File: config.mk
export PLATFORM = sky130hd
export DESIGN_NAME = axi_stream_extract_header
export DESIGN_NICKNAME = d
export VERILOG_FILES = /design/src/rtl/axi_stream_extract_header.sv
export SDC_FILE = /design/constraint.sdc
export NUM_CORES = 1
export LEC_CHECK = 0
export CORE_ASPECT_RATIO = 0.9
export CORE_MARGIN = 2
export CORE_UTILIZATION = 28
export DETAILED_ROUTE_END_ITERATION = 10
export GPL_TIMING_DRIVEN = 0
export PLACE_DENSITY_LB_ADDON = 0.05
export SLEW_MARGIN = 20
export SYNTH_ARGS = -nofsm -noshare
export SYNTH_HDL_FRONTEND = slang
export SYNTH_SLANG_ARGS = --single-unit
File: constraint.sdc
create_clock -name clk -period 9 [get_ports clk]
set_input_delay 1.8 -clock clk [delete_from_list [all_inputs] [get_ports clk]]
set_output_delay 1.8 -clock clk [all_outputs]
set_load 0.03 [all_outputs]
File: src/rtl/axi_stream_extract_header.sv
// Strips a configurable number of leading header bytes from each packet and repacks the payload MSB-aligned.
// Define AXIS_EXTRACT_HDR_OUT_EN to present the stripped header on the header port; otherwise it is discarded.
//
// state | meaning
// IDLE  | waiting for the per-packet byte count on the cfg port
// HDR   | waiting for the first beat, which carries the header bytes
// BODY  | repacking the remaining beats of the packet
// FLUSH | emitting the residual beat left over after the last input beat
module axi_stream_extract_header #(
  parameter int DATA_WD      = 32,
  parameter int DATA_BYTE_WD = DATA_WD / 8,
  parameter int BYTE_CNT_WD  = $clog2(DATA_BYTE_WD)
) (
  input  logic                    clk,
  input  logic                    rst_n,
  input  logic                    valid_in,
  output logic                    ready_in,
  input  logic                    last_in,
  input  logic [DATA_WD-1:0]      data_in,
  input  logic [DATA_BYTE_WD-1:0] keep_in,
  output logic                    valid_out,
  input  logic                    ready_out,
  output logic                    last_out,
  output logic [DATA_WD-1:0]      data_out,
  output logic [DATA_BYTE_WD-1:0] keep_out,
  output logic                    valid_header,
  input  logic                    ready_header,
  output logic [DATA_WD-1:0]      data_header,
  output logic [DATA_BYTE_WD-1:0] keep_header,
  input  logic                    valid_cfg,
  output logic                    ready_cfg,
  input  logic [BYTE_CNT_WD:0]    byte_extract_cnt
);

  localparam int CW = BYTE_CNT_WD + 1;
  localparam logic [CW:0] FULL = (CW+1)'(DATA_BYTE_WD);

  typedef enum logic [1:0] {IDLE, HDR, BODY, FLUSH} state_t;

  function automatic logic [DATA_BYTE_WD-1:0] top_mask(input logic [CW:0] n);
    logic [DATA_BYTE_WD-1:0] m;
    m = '0;
    for (int i = 0; i < DATA_BYTE_WD; i++) m[DATA_BYTE_WD-1-i] = ((CW+1)'(i) < n);
    return m;
  endfunction

  function automatic logic [CW-1:0] ones_cnt(input logic [DATA_BYTE_WD-1:0] k);
    logic [CW-1:0] c;
    c = '0;
    for (int i = 0; i < DATA_BYTE_WD; i++) c = c + CW'(k[i]);
    return c;
  endfunction

  state_t                   state_q, state_d;
  logic [CW-1:0]            cnt_q;
  logic [DATA_WD-1:0]       carry_q, carry_d;
  logic [CW-1:0]            carry_cnt_q, carry_cnt_d;
  logic                     hdr_busy;
  logic                     slot_free, in_fire;
  logic [CW-1:0]            kc, drop, new_cnt;
  logic [DATA_WD-1:0]       data_m, new_al;
  logic [2*DATA_WD-1:0]     cat;
  logic [CW:0]              total;
  logic                     emit, emit_last;
  logic [DATA_WD-1:0]       emit_data;
  logic [DATA_BYTE_WD-1:0]  emit_keep;

  assign slot_free = !valid_out || ready_out;
  assign ready_in  = ((state_q == HDR) || (state_q == BODY)) && slot_free;
  assign ready_cfg = (state_q == IDLE) && !hdr_busy;
  assign in_fire   = valid_in && ready_in;

  // New bytes are appended directly behind the carried bytes in a double-width window;
  // the upper half is the candidate output beat, the lower half the next carry.
  always_comb begin
    data_m = '0;
    for (int i = 0; i < DATA_BYTE_WD; i++)
      data_m[8*i +: 8] = keep_in[i] ? data_in[8*i +: 8] : 8'h00;
    kc      = ones_cnt(keep_in);
    drop    = (state_q == HDR) ? cnt_q : '0;
    new_cnt = (kc > drop) ? kc - drop : '0;
    new_al  = data_m << {drop, 3'b000};
    cat     = {carry_q, {DATA_WD{1'b0}}} | ({new_al, {DATA_WD{1'b0}}} >> {carry_cnt_q, 3'b000});
    total   = {1'b0, carry_cnt_q} + {1'b0, new_cnt};
  end

  always_comb begin
    state_d     = state_q;
    carry_d     = carry_q;
    carry_cnt_d = carry_cnt_q;
    emit        = 1'b0;
    emit_data   = cat[2*DATA_WD-1 -: DATA_WD];
    emit_keep   = '1;
    emit_last   = 1'b0;
    case (state_q)
      IDLE: begin
        carry_d     = '0;
        carry_cnt_d = '0;
        if (valid_cfg && ready_cfg) state_d = HDR;
      end
      HDR, BODY: begin
        if (in_fire) begin
          state_d = BODY;
          if (total >= FULL) begin
            emit        = 1'b1;
            carry_d     = cat[DATA_WD-1:0];
            carry_cnt_d = CW'(total - FULL);
            if (last_in) begin
              if (total == FULL) begin
                emit_last = 1'b1;
                state_d   = IDLE;
              end else begin
                state_d = FLUSH;
              end
            end
          end else begin
            carry_d     = cat[2*DATA_WD-1 -: DATA_WD];
            carry_cnt_d = CW'(total);
            if (last_in) begin
              emit      = (total != '0);
              emit_keep = top_mask(total);
              emit_last = 1'b1;
              state_d   = IDLE;
            end
          end
        end
      end
      FLUSH: begin
        emit_data = carry_q;
        emit_keep = top_mask({1'b0, carry_cnt_q});
        emit_last = 1'b1;
        // The residual is loaded once; afterwards wait for its last_out handshake.
        if (slot_free && !(valid_out && last_out)) emit = 1'b1;
        if (valid_out && last_out && ready_out) state_d = IDLE;
      end
      default: state_d = IDLE;
    endcase
  end

  always_ff @(posedge clk or negedge rst_n) begin
    if (!rst_n) begin
      state_q     <= IDLE;
      cnt_q       <= '0;
      carry_q     <= '0;
      carry_cnt_q <= '0;
    end else begin
      state_q     <= state_d;
      carry_q     <= carry_d;
      carry_cnt_q <= carry_cnt_d;
      if (valid_cfg && ready_cfg) cnt_q <= byte_extract_cnt;
    end
  end

  always_ff @(posedge clk or negedge rst_n) begin
    if (!rst_n) begin
      valid_out <= 1'b0;
      last_out  <= 1'b0;
      data_out  <= '0;
      keep_out  <= '0;
    end else if (emit) begin
      valid_out <= 1'b1;
      last_out  <= emit_last;
      data_out  <= emit_data;
      keep_out  <= emit_keep;
    end else if (ready_out) begin
      valid_out <= 1'b0;
      last_out  <= 1'b0;
    end
  end

`ifdef AXIS_EXTRACT_HDR_OUT_EN
  always_ff @(posedge clk or negedge rst_n) begin
    if (!rst_n) begin
      valid_header <= 1'b0;
      data_header  <= '0;
      keep_header  <= '0;
    end else if ((state_q == HDR) && in_fire && (cnt_q != '0)) begin
      valid_header <= 1'b1;
      data_header  <= data_in;
      keep_header  <= keep_in & top_mask({1'b0, cnt_q});
    end else if (ready_header) begin
      valid_header <= 1'b0;
    end
  end
  assign hdr_busy = valid_header;
`else
  logic unused_hdr;
  assign unused_hdr   = ready_header;
  assign valid_header = 1'b0;
  assign data_header  = '0;
  assign keep_header  = '0;
  assign hdr_busy     = 1'b0;
`endif

endmodule

* Word-level counts from Yosys, hierarchy flattened
Index checks and enable logic that the tools add are counted.
Storage, ports and cells: bits in registers 78, input bits 46, output and inout port bits 77, word-level logic and storage cells 90
Cells by class: $add $sub $neg 6, order comparisons 10, eq/ne operators 7, shifts and indexed selects 2, multiplexer cells 39, bitwise logic cells 1, reduce and logical (&&, ||, !) cells 17
Operators by type and width (count):
- 32-bit two-way mux | 3
- 64-bit OR | 1
- 32-bit case mux with 2 select lines | 1
- 64-bit by 6-bit right shift with 64-bit output | 1
- 8-bit two-way mux | 4
- 32-bit by 6-bit << shifter with 32-bit output | 1
- 2-bit two-way mux | 7
- 1-bit two-way mux | 12
- 3-bit two-way mux | 4
- 4-bit two-way mux | 3
- 1-bit by 4-bit less-than comparator with 1-bit output, first input constant | 2
- 2-bit by 4-bit less-than comparator with 1-bit output, first input constant | 2
- 4-bit case mux with 2 select lines | 1
- 1-bit logical AND | 6
- 1-bit by 3-bit less-than comparator with 1-bit output, first input constant | 2
- 2-bit by 3-bit less-than comparator with 1-bit output, first input constant | 2
- 2-bit case mux with 3 select lines | 1
- 3-bit case mux with 2 select lines | 1
- 3-bit by 3-bit adder with 4-bit output | 1
- 2-bit == test, second input constant | 2
- 4-bit by 3-bit == test with 1-bit output, second input constant | 1
- 4-bit by 3-bit greater-or-equal comparator with 1-bit output, second input constant | 1
- 2-bit != test, second input constant | 2
- 1-bit case mux with 2 select lines | 2
- 16 further kinds | 19

* Longest topological paths before layout
word-level depth 13, depth in mapped cells 20, gate-level depth less buffers 17

* Worst setup path after synthesis
OpenSTA, ideal clock, no wires.
kind input port to flip-flop, start input keep_in[0], end register data_out[12], library setup time 120 ps, arrival 5552 ps, data required time 8880 ps, setup slack 3328 ps, stages 17, buffers on the path 2, path through fa_1 ha_1 ha_1 ha_1 a21o_1 a21oi_1 a31oi_1 and2_1 fa_1 or3_1 o31a_1 buf_2 a21oi_2 o31a_1 buf_2 mux2_1 a31o_1
Between the ends: word-level cells in the longest chain between the ends 11, elaborated cells between the ends (all ways) 18, those cells by class add/sub: 5; order compare: 2; shift: 2; mux: 7; bitwise: 1; reduce/logical: 1
RTL lines:
- from (decl) | RTL line 20 | input logic [DATA_BYTE_WD-1:0] keep_in,
- parallel branches: the longest is 11 deep, another holds 3-bit by 3-bit adder with 4-bit output
- to (signal assigned) | RTL line 163 | data_out <= emit_data;
- to (decl) | RTL line 24 | output logic [DATA_WD-1:0] data_out,
Several ways; the timed one is not identified. A chain may end at the register's enable or synchronous reset.

* Final worst setup path
start input keep_in[0], end register carry_q[14]
Between the ends: word-level cells in the longest chain between the ends 10, elaborated cells between the ends (all ways) 15, those cells by class add/sub: 5; order compare: 2; shift: 2; mux: 5; bitwise: 1
RTL lines:
- 1-bit by 1-bit adder with 2-bit output | RTL line 50 | for (int i = 0; i < DATA_BYTE_WD; i++) c = c + CW'(k[i]);
- 2-bit by 1-bit adder with 3-bit output | RTL line 50
- 3-bit by 1-bit adder with 3-bit output | RTL line 50
- 3-bit subtractor / 3-bit greater-than comparator (equally long branches) | RTL line 81 | new_cnt = (kc > drop) ? kc - drop : '0;
- 3-bit two-way mux | RTL line 81
- 3-bit by 3-bit adder with 4-bit output | RTL line 84 | total = {1'b0, carry_cnt_q} + {1'b0, new_cnt};
- 4-bit by 3-bit greater-or-equal comparator with 1-bit output | RTL line 104 | if (total >= FULL) begin
- 32-bit two-way mux * | RTL line 104
- 32-bit two-way mux * | RTL line 102 | if (in_fire) begin
- 32-bit case mux with 2 select lines * | RTL line 95 | case (state_q)
- to (signal assigned) | RTL line 148 | carry_q <= carry_d;
- to (decl) | RTL line 56 | logic [DATA_WD-1:0] carry_q, carry_d;
Mark *: on every way between the ends. The rest lies on a longest branch, timed or not. The select of a mux whose other input is x is not followed.

==> flow_summary_export.csv <==
group,metric,value,unit
run_status,status,"completed",
floorplanning,io_pins,123,
timing,rsz0062_at_grt,"false",
place,io_buffers,84,
cells_and_area,regArea,1952,um2
synthesis,synth_area,5839,um2
synthesis,synth_compound_area_frac,0.2985,
synthesis,yosys_warnings,0,
timing,slew_headroom,0.2739,
route,vias,6080,
timing,finalHoldViolCount,0,
synthesis,yosysSeqAreaShare,0.3343,
timing,hold_slack,0.4799,ns
power,p_comb_frac,0.682,
grt,grt_max_degree,55,
clock_tree,h-tree-depth,3,
synthesis,synth-xor-area-share,0.004500,
place,place.gp.congestion,0.8850,
setup_path,start_kind,"primary input",
min_path,hold_path.class,"flip-flop to flip-flop",
floorplanning,die_y,141,um
floorplanning,num_rows,50,
synthesis,synthSimpleGateAreaFrac,0.1706,
route,postRouteAntennaNets,0,
synthesis,synth_top_area_cell,"dfrtp_1",
synthesis,ys_async_sr_fraction,1.000,
job,drv_cap,0,
clock_tree,clock-sinks,78,
clock_tree,cts_buffers,9,
clock_tree,insertion_delay,0.36,ns
setup_path,worstSetupEndpointType,"flip-flop",
power,vdd_drop_max,0.0001281,V
grt,grt_pass1_wl,38530,um
grt,overflow,0,
clock_tree,cts_resized,0,
cells_and_area,nets,896,
clock_tree,clockBufferDepth,2,
timing,slew_viol_final,0,
timing,period_needed,6.291,ns
power,p_int,1.363,mW
synthesis,synthAdderAreaFrac,0.03385,
floorplanning,dieArea,22030,um2
setup_path,crit_required,9.28,ns
timing,setup_violations,0,
power,cellLeakagePower,3.207,nW
synthesis,synth-main-ff-cell,"dfrtp_1",
power,p_clk_frac,0.124,
power,swShare,0.5393,
floorplanning,dieWidth,156.2,um
clock_tree,cts.clk_slew.worst_paths,0.07,ns
timing,totalNegativeSetupSlack,0,ns
cells_and_area,utilization,0.3610,
route,routedWlPerCell,23.06,um
cells_and_area,num-fill-cells,2203,
cells_and_area,syn2layout_area_growth,27.64,%
cells_and_area,multi_input_area,3460,um2
synthesis,ys_ff_latch,78,
synthesis,synthMuxAreaShare,0.06042,
setup_path,crit_arrival,6.57,ns
grt,grt_pass1_vias,5996,
route,drt-initial-drc-count,512,
synthesis,syn_inst,704,
clock_tree,cts_setup_buffers,0,
floorplanning,initial_core_util,0.2828,
setup_path,r2r_start,"state_q[1]$_DFFE_PN0P_",
timing,min_period_over_period,0.6990,
grt,antenna_found_initial,0,
clock_tree,cts_hold_buf,0,
setup_path,critPathKind,"primary input to flip-flop",
cells_and_area,n_antenna_cell,0,
route,wirelength,25390,um
clock_tree,cts_root_buf,"clkbuf_16",
synthesis,syn_area_per_cell,8.295,um2
synthesis,ys_types,64,
min_path,hold_start,"data_out[31]$_DFFE_PN0P_",
synthesis,synth_top_family_by_area,"compound AO/OA/AOI/OAI gates",
power,switchingPower,1.596,mW
timing,worst_pin_slew,1.089,ns
power,powerDensity,397.0,nW/um2
power,seqPwrFrac,0.194,
floorplanning,placeableCoreArea,20640,um2
setup_path,crit_path_max_fanout,10,
synthesis,yosysTopAreaCellShare,0.3343,
clock_tree,cts_tree,"done",
route,remaining_drc_errors,0,
route,vias_per_cell,5.522,
route,drtPass1Iterations,5,
cells_and_area,drive_above_1_share,0.1118,
grt,grt_util_all_layers,0.2338,
place,hpwl,20370,um
setup_path,crit_path_start,"keep_in[0]",
synthesis,synth_edf_count,0,
timing,finalClockSkew,0.008782,ns
timing,fmax,0.1589,GHz
synthesis,synth.area.top_cells,"dfrtp_1 33%, nand2_1 5.7%, a21oi_1 5.3%",
through the flow:
stage | instance area (um2) | total power, mW | instances | setup slack [ns]
3_3_place_gp | 7141 | 2.568 | 1084 | 2.464
5_1_grt | 7453 | 3.163 | 1101 | 2.442
2_1_floorplan | 5974 | 1.863 | 740 | 3.328
3_5_place_dp | 7171 | 2.579 | 1085 | 2.358
4_1_cts | 7453 | 2.952 | 1101 | 2.730
6_report | 7453 | 2.959 | 1101 | 2.709
sequential cells by signal (all words and copies together), names as in the netlist:
| name | flops |
|---|---|
| cnt_q | 3 |
| last_out | 1 |
| valid_out | 1 |
| data_out | 32 |
| keep_out | 4 |
| carry_q | 32 |
| carry_cnt_q | 3 |
| state_q | 2 |
layer usage:
layer | GRT usage | routed length [um] | vias to the layer above | share of wire
li1 | - | - | 2819 | -
met1 | 0.3418 | 12600 | 2995 | 0.50
met2 | 0.3731 | 11250 | 248 | 0.44
met3 | 0.02859 | 1298 | 18 | 0.051
met4 | 0.04394 | 244 | 0 | 0.0096
met5 | 0 | 0 | - | 0
cells in the final DEF, fill, tap and decap left out, types with 5 or more instances in the layout:
cell / instances
nor2_1: 66
a31oi_1: 11
a32oi_1: 9
buf_2: 14
o21ai_0: 30
mux2i_1: 26
a221oi_1: 15
dfrtp_1: 78
inv_1: 9
and2_1: 7
conb_1: 37
a221o_1: 10
nor3_1: 12
a22o_1: 10
nand3_1: 12
nand2b_1: 5
o31ai_1: 9
a22oi_1: 29
a211oi_1: 10
buf_4: 40
clkbuf_16: 9
o32ai_1: 7
o22ai_1: 12
buf_6: 5
a21o_1: 6
o21ai_1: 12
clkbuf_1: 27
nand2_1: 88
nor2b_1: 10
clkdlybuf4s50_1: 83
a21oi_1: 62
nor4_1: 5
ha_1: 11
kinds of logic after synthesis:
logic type      count (synthesis)
compound gates                255
xor+xnor                        3
fa+ha+maj                      14
buf+inv                        97
flops                          78
mux                            33
other cells                     1
simple gates                  223
synthesized netlist by cell type (3+ instances only):
cell,count
nand2_1,88
dfrtp_1,78
nor2_1,66
a21oi_1,62
buf_4,39
o21ai_0,30
a22oi_1,29
clkbuf_1,27
mux2i_1,26
a221oi_1,15
buf_2,14
nor3_1,13
nand3_1,12
o21ai_1,12
o22ai_1,12
a31oi_1,11
ha_1,11
a211oi_1,10
a221o_1,10
a22o_1,10
nor2b_1,10
a32oi_1,9
inv_1,9
o31ai_1,9
and2_1,7
o32ai_1,7
a21o_1,6
buf_6,5
nand2b_1,5
nor4_1,5
a211o_1,4
a222oi_1,4
mux2_2,4
a32o_1,3
and2_0,3
fa_1,3
o31a_1,3
critical path, stage by stage:
cell and delay, ns:
clkdlybuf4s50_1 0.53, fa_1 0.51, ha_1 0.19, ha_1 0.32, ha_1 0.30, a21o_1 0.18
a21oi_1 0.18, a31oi_1 0.07, and2_1 0.21, fa_1 0.45, or3_1 0.40, o31a_1 0.11
buf_2 0.19, nand2_2 0.15, and2_0 0.15, clkbuf_1 0.26, buf_2 0.34, a32oi_1 0.10
o21ai_1 0.11
worst paths after layout:
check                                                end  slack [ns]  cells past startpoint
worst max-delay path             carry_q[14]$_DFFE_PN0P_        2.71                     19
worst min-delay path            data_out[31]$_DFFE_PN0P_        0.48                      2
worst max register to register   carry_q[14]$_DFFE_PN0P_        4.10                     20
worst min register to register  data_out[31]$_DFFE_PN0P_        0.48                      2
max in group asynchronous       data_out[16]$_DFFE_PN0P_        6.97                      2
min in group asynchronous         state_q[0]$_DFFE_PN0P_        1.39                      1
power groups by stage:
stage               combinational, mW  sequential, mW  clock (mW)
global route                     2.18           0.592       0.388
detailed placement               2.00           0.580           0
finish                           2.02           0.574       0.368
global placement                 1.99           0.575           0
CTS                              2.00           0.575       0.375
floorplan                        1.16           0.702           0
final cells by class:
| type | count | share of cell area |
|---|---|---|
| multi-input combinational | 565 | 0.4642 |
| timing repair buffer | 85 | 0.1162 |
| tap | 260 | 0.04365 |
| clock inverter | 7 | 0.007722 |
| buffer | 87 | 0.07084 |
| clock buffer | 9 | 0.03022 |
| sequential | 78 | 0.2619 |
| inverter | 10 | 0.005372 |
Note: power is estimated with default switching activity, not from simulation.
